**config.mk**
```make
export PLATFORM = sky130hd
export DESIGN_NAME = pipeline_hazard_ctrl
export DESIGN_NICKNAME = d
export VERILOG_FILES = /design/src/rtl/tinuc_hazard_pkg.sv /design/src/rtl/fwd_select.sv /design/src/rtl/pipeline_hazard_ctrl.sv
export SDC_FILE = /design/constraint.sdc
export NUM_CORES = 1
export LEC_CHECK = 0
export CORE_MARGIN = 5
export CORE_UTILIZATION = 25
export CTS_BUF_LIST = sky130_fd_sc_hd__clkbuf_4
export DETAILED_ROUTE_END_ITERATION = 8
export PLACE_DENSITY = 0.8
export SLEW_MARGIN = 20
export SYNTH_ARGS = -nofsm -noshare
export SYNTH_HDL_FRONTEND = slang
export SYNTH_SLANG_ARGS = --single-unit
```
**constraint.sdc**
```tcl
create_clock -name CLK -period 2.5 [get_ports CLK]
set_input_delay 0.75 -clock CLK [delete_from_list [all_inputs] [get_ports CLK]]
set_output_delay 0.75 -clock CLK [all_outputs]
set_load 0.05 [all_outputs]
```
**src/rtl/tinuc_hazard_pkg.sv**
```systemverilog
// rtl/tinuc_hazard_pkg.sv - shared types and constants for the TinuC hazard controller
// Purpose: forwarding-select and controller-state encodings plus the x0 register index.
package tinuc_hazard_pkg;

  typedef enum logic [1:0] {
    FWD_RF  = 2'b00,
    FWD_WB  = 2'b01,
    FWD_MEM = 2'b10
  } fwd_sel_t;

  typedef enum logic {
    HZ_RUN,
    HZ_HOLD
  } hz_state_t;

  localparam logic [4:0] REG_ZERO = 5'd0;

endpackage

```
**src/rtl/fwd_select.sv**
```systemverilog
// rtl/fwd_select.sv - EX-stage operand forwarding select for one ALU operand
// Purpose: picks the youngest in-flight producer of rs; MEM is younger than WB so it wins.
// Ports:
//   rs            in  5  source register of the EX instruction
//   mem_rd        in  5  destination register in MEM
//   mem_reg_write in  1  MEM instruction writes the register file
//   wb_rd         in  5  destination register in WB
//   wb_reg_write  in  1  WB instruction writes the register file
//   sel           out 2  FWD_RF / FWD_MEM / FWD_WB
module fwd_select
  import tinuc_hazard_pkg::*;
(
  input  logic [4:0] rs,
  input  logic [4:0] mem_rd,
  input  logic       mem_reg_write,
  input  logic [4:0] wb_rd,
  input  logic       wb_reg_write,
  output fwd_sel_t   sel
);

  // x0 is hardwired to zero, so a write to it is never a forwarding source.
  always_comb begin
    sel = FWD_RF;
    if (mem_reg_write && mem_rd != REG_ZERO && mem_rd == rs) begin
      sel = FWD_MEM;
    end else if (wb_reg_write && wb_rd != REG_ZERO && wb_rd == rs) begin
      sel = FWD_WB;
    end
  end

endmodule

```
**src/rtl/pipeline_hazard_ctrl.sv**
```systemverilog
// rtl/pipeline_hazard_ctrl.sv - hazard controller for the 5-stage TinuC pipeline
// Purpose: PC/IF-ID enables, IF-ID/ID-EX/EX-MEM clears and EX forwarding selects.
//   One bubble on load-use, three-bank flush on a taken branch (resolved in MEM),
//   full freeze on mem_hold with any branch seen during the hold deferred until release.
//   Optional performance counters when HAZARD_PERF_EN is defined.
// Ports:
//   CLK, RESET                 clock (rising) and asynchronous active-high reset
//   id_rs1/2, id_use_rs1/2     ID-stage source registers and their use flags
//   ex_rs1/2, ex_rd            EX-stage sources and destination
//   ex_mem_read                EX instruction is a load
//   mem_rd, mem_reg_write      MEM-stage destination and write flag
//   mem_br_taken               taken branch resolved in MEM
//   wb_rd, wb_reg_write        WB-stage destination and write flag
//   mem_hold                   data memory not ready
//   pc_en, ifid_en, bank_en    stage enables
//   ifid_clr, idex_clr, exmem_clr  synchronous bank clears
//   fwd_a, fwd_b               ALU operand selects
//   stall_cnt, flush_cnt       load-use bubble / flush counters (zero unless HAZARD_PERF_EN)
module pipeline_hazard_ctrl
  import tinuc_hazard_pkg::*;
#(
  parameter int CNT_W = 32
) (
  input  logic             CLK,
  input  logic             RESET,
  input  logic [4:0]       id_rs1,
  input  logic [4:0]       id_rs2,
  input  logic             id_use_rs1,
  input  logic             id_use_rs2,
  input  logic [4:0]       ex_rs1,
  input  logic [4:0]       ex_rs2,
  input  logic [4:0]       ex_rd,
  input  logic             ex_mem_read,
  input  logic [4:0]       mem_rd,
  input  logic             mem_reg_write,
  input  logic             mem_br_taken,
  input  logic [4:0]       wb_rd,
  input  logic             wb_reg_write,
  input  logic             mem_hold,
  output logic             pc_en,
  output logic             ifid_en,
  output logic             ifid_clr,
  output logic             idex_clr,
  output logic             exmem_clr,
  output logic             bank_en,
  output logic [1:0]       fwd_a,
  output logic [1:0]       fwd_b,
  output logic [CNT_W-1:0] stall_cnt,
  output logic [CNT_W-1:0] flush_cnt
);

  hz_state_t state;
  logic      flush_pend;
  logic      load_use;
  logic      flush;
  logic      apply_flush;
  logic      apply_bubble;
  fwd_sel_t  sel_a;
  fwd_sel_t  sel_b;

  assign load_use = ex_mem_read && (ex_rd != REG_ZERO) &&
                    ((id_use_rs1 && ex_rd == id_rs1) || (id_use_rs2 && ex_rd == id_rs2));
  assign flush    = mem_br_taken || flush_pend;

  // A hold masks everything; a flush squashes the load-use victim, so no bubble then.
  assign apply_flush  = !mem_hold && flush;
  assign apply_bubble = !mem_hold && !flush && load_use;

  always_comb begin
    pc_en     = 1'b1;
    ifid_en   = 1'b1;
    bank_en   = 1'b1;
    ifid_clr  = 1'b0;
    idex_clr  = 1'b0;
    exmem_clr = 1'b0;
    if (RESET) begin
      pc_en     = 1'b0;
      ifid_en   = 1'b0;
      bank_en   = 1'b0;
      ifid_clr  = 1'b1;
      idex_clr  = 1'b1;
      exmem_clr = 1'b1;
    end else if (mem_hold) begin
      pc_en   = 1'b0;
      ifid_en = 1'b0;
      bank_en = 1'b0;
    end else if (flush) begin
      ifid_clr  = 1'b1;
      idex_clr  = 1'b1;
      exmem_clr = 1'b1;
    end else if (load_use) begin
      pc_en    = 1'b0;
      ifid_en  = 1'b0;
      idex_clr = 1'b1;
    end
  end

  fwd_select u_fwd_a (
    .rs            (ex_rs1),
    .mem_rd        (mem_rd),
    .mem_reg_write (mem_reg_write),
    .wb_rd         (wb_rd),
    .wb_reg_write  (wb_reg_write),
    .sel           (sel_a)
  );

  fwd_select u_fwd_b (
    .rs            (ex_rs2),
    .mem_rd        (mem_rd),
    .mem_reg_write (mem_reg_write),
    .wb_rd         (wb_rd),
    .wb_reg_write  (wb_reg_write),
    .sel           (sel_b)
  );

  assign fwd_a = RESET ? FWD_RF : sel_a;
  assign fwd_b = RESET ? FWD_RF : sel_b;

  // The release cycle of a hold runs under RUN rules, so a deferred flush fires right away.
  always_ff @(posedge CLK or posedge RESET) begin
    if (RESET) begin
      state      <= HZ_RUN;
      flush_pend <= 1'b0;
    end else begin
      case (state)
        HZ_RUN: begin
          if (mem_hold) begin
            state      <= HZ_HOLD;
            flush_pend <= flush_pend | mem_br_taken;
          end else if (flush) begin
            flush_pend <= 1'b0;
          end
        end
        HZ_HOLD: begin
          if (mem_hold) begin
            flush_pend <= flush_pend | mem_br_taken;
          end else begin
            state <= HZ_RUN;
            if (flush) begin
              flush_pend <= 1'b0;
            end
          end
        end
        default: begin
          state      <= HZ_RUN;
          flush_pend <= 1'b0;
        end
      endcase
    end
  end

`ifdef HAZARD_PERF_EN
  always_ff @(posedge CLK or posedge RESET) begin
    if (RESET) begin
      stall_cnt <= '0;
      flush_cnt <= '0;
    end else begin
      if (apply_bubble) begin
        stall_cnt <= stall_cnt + 1'b1;
      end
      if (apply_flush) begin
        flush_cnt <= flush_cnt + 1'b1;
      end
    end
  end
`else
  assign stall_cnt = '0;
  assign flush_cnt = '0;
  logic unused_perf;
  assign unused_perf = apply_bubble ^ apply_flush;
`endif

endmodule

```
==> summary.txt <==
Placement
  – Dpl ws: -0.7655 ns
  – Inst Count DP: 249
  – Post-DP Area: 0.001618 mm²
  – Detailed placer's ending HPWL: 2778 µm
  – I/O Buffers: 53
  – Routability Congestion: 0.8406

Setup path
  – Data required, critical path: 1.75 ns
  – R2R cell count: 2
  – Critical Path Start Type: input pin
  – R2r setup slk: 1.82 ns
  – Crit path DAT: 2.10 ns
  – CP endpoint kind: primary output
  – Critical setup path kind: in2out
  – Worst R2R End: flush_pend$_DFFE_PP0P_
  – Critical path fanouts, max: 2
  – FF-to-FF Start: flush_pend$_DFFE_PP0P_

Floorplan
  – Die X-Extent: 72.80 µm
  – Initial core utilization: 26.34%
  – Io pins: 118
  – Area of the core: 0.003744 mm²
  – Die area: 0.005300 mm²
  – Die H: 72.80 µm
  – Row count: 22

Drt
  – TritonRoute pass-1 iters: 3
  – Post-route ant nets: 0
  – Vias per cell: 3.720
  – Residual DRC: 0
  – Routed via count: 945
  – Post-Route WL: 3146 µm
  – Routed wire per std cell: 12.39 µm
  – Starting DRT DRC Count: 12

Layout
  – Fraction of layout cells with a size suffix above 1: 43.20%
  – Design area: 0.001678 mm²
  – Top reg by flops: flush_pend
  – Area Growth Syn to Fin: 70.18%
  – Max reg flops: 1
  – Filler cell count: 392
  – Nets@finish: 252
  – Largest regs: flush_pend: 1 flops
  – Final Non-Filler Cells: 254
  – FF/Latch Area: 25.02 µm²
  – Ant diodes: 0
  – Area of the multi-input gates: 874.6 µm²

Pwr
  – Static leakage: 0.8515 nW
  – Worst VDD drop: 0.0001538 V
  – Power Density: 286.5 mW/mm²

Logic synthesis
  – Avg Inst Size Synth: 7.643 µm²
  – Synth unique cells: 21
  – Mapped Area: 985.9 µm²
  – Cell count after synthesis: 129
  – Synth Warn #: 0
  – Post-synthesis sequential area ratio: 2.538%
  – Number of synthesized register bits: 1

Timing
  – Max-slew violation count: 0
  – Fin. Hold Viols: 0
  – Final setup viols: 7
  – Fin crit period: 2.853 ns
  – Unrepaired setup endpoints after global routing: yes
  – Clk_skew: 0 ns
  – Final worst-path cycle share: 114.1%
  – Min setup slack post-route: -0.3532 ns
  – Fmax: 350.5 MHz
  – Hold WS: 0.5523 ns

Global route
  – Largest net degree at the start of global routing: 5
  – Antenna violations before repair: 0
  – Global route overflow: 0
  – GRT Total Usage: 10.54%
  – Vias in the first global route: 962
  – Global-route wire length before repair: 4422 µm

Run
  – Max cap viols: 0

Min path
  – Hold Startpoint: flush_pend$_DFFE_PP0P_
  – WHS Path Cells: 2
  – Hold Path Class: reg2reg
  – Hold Path End: flush_pend$_DFFE_PP0P_

CTS
  – Reg clk slew, reported paths: 0 ns
  – # hold bufs at CTS: 0
  – Worst skew pair latency: 0 ns

Run status
  – Failing checks: negative setup slack
  – Outcome: finished, violations left
-- kinds of logic (layout without fill, tap and decap cells) --
| family | after synthesis | after routing | synth area share [%] |
|---|---|---|---|
| buffers and inverters | 68 | 82 | 51.02 |
| XOR/XNOR | 30 | 30 | 26.65 |
| AND/OR/NAND/NOR | 23 | 23 | 14.47 |
| AO/OA/AOI/OAI | 6 | 6 | 4.950 |
| other | 1 | 64 | 0.3803 |
| flip-flops | 1 | 1 | 2.538 |
-- area by class of cell --
type / instances / area share (%)
Multi-Input combinational cell: 123 / 52.13
Timing Repair Buffer: 80 / 42.21
Tap cell: 48 / 3.579
Sequential cell: 1 / 1.491
Inverter: 2 / 0.5966
-- cells in the mapped netlist (all sizes together) --
| master | instances | share of area (%) |
|---|---|---|
| nor2b | 1 | 0.63 |
| nor3 | 2 | 1.0 |
| nor4 | 6 | 5.1 |
| dfrtp | 1 | 2.5 |
| xor2 | 18 | 16 |
| or4 | 5 | 3.8 |
| o21ai | 2 | 1.4 |
| nor2 | 4 | 1.5 |
| o41a | 1 | 1.1 |
| buf | 66 | 50 |
| nand2 | 2 | 0.76 |
| nand3 | 2 | 1.0 |
| o211ai | 1 | 0.76 |
| inv | 2 | 0.76 |
| a32oi | 1 | 0.89 |
| and2 | 1 | 0.63 |
| o31ai | 1 | 0.76 |
| xnor2 | 12 | 11 |
| conb | 1 | 0.38 |
-- worst max path at each step --
stage               startpoint        to  cells after the start  slack [ns]
floorplan            mem_rd[1]  fwd_a[0]                      4       -0.37
global placement      ex_rd[3]     pc_en                      6       -0.74
detailed placement    ex_rd[3]     pc_en                      6       -0.77
CTS                  mem_rd[1]  fwd_a[0]                      7       -0.46
global route         id_rs2[3]     pc_en                      6       -0.44
finish               id_rs2[3]     pc_en                      6       -0.35
-- cell usage in the layout (no fill, tap or decap) --
cell,n
xor2_2,2
dfrtp_1,1
o41a_4,1
nor3_4,2
dlymetal6s2s_1,2
buf_2,9
clkdlybuf4s50_1,3
xnor2_1,10
buf_12,6
o21ai_4,1
buf_4,24
buf_8,3
clkbuf_2,13
and2_1,1
nor4_4,4
nand3_2,2
nand2_1,1
or4_4,3
nor2_4,1
nand2_2,1
nor4_1,1
o211ai_1,1
o31ai_4,1
dlygate4sd2_1,11
nor2b_1,1
nor4_2,1
xor2_1,16
conb_1,64
or4_1,2
o21ai_2,1
buf_6,9
xnor2_2,2
nor2_1,3
inv_4,1
a32oi_2,1
inv_2,1
-- worst max-delay path, cell delays in order --
cell and delay [ns]:
dlygate4sd2_1 0.25, xor2_1 0.15, nor4_1 0.22, a32oi_2 0.11, o41a_4 0.47, buf_8 0.16
-- stage by stage --
step                      util, %  total power, W  TNS, ns
after global routing        44.82       0.0005035   -2.479
after detailed placement    43.22       0.0004658   -5.299
after CTS                   44.99       0.0004726   -2.472
final                       44.82       0.0004807   -2.054
after floorplan                 -       0.0003971   -1.688
after global placement      43.22       0.0004610   -5.085
-- what timing repair did --
item,in CTS,in global routing
gates cloned,0,0
pin swaps,29,16
setup buffers,6,2
setup endpoints to repair,10,10
resized for setup,99,43
endpoints found under the hold margin,0,0
-- where the power goes --
part	switching [W]	total (W)	internal, W
Clock	0	0	0
Combinational	0.000332	0.000462	0.000131
Sequential	0.000000806	0.0000184	0.0000176
Total	0.000332	0.000481	0.000148
-- metal layers --
metal | wire length (µm) | track usage, % | share of wire (%)
met1 | 892 | 9.935 | 28
met2 | 1781 | 22.04 | 57
met3 | 444 | 3.168 | 14
met4 | 28 | 1.639 | 0.89
met5 | 0 | 0 | 0
No activity file was read; power rests on OpenSTA's default activity.
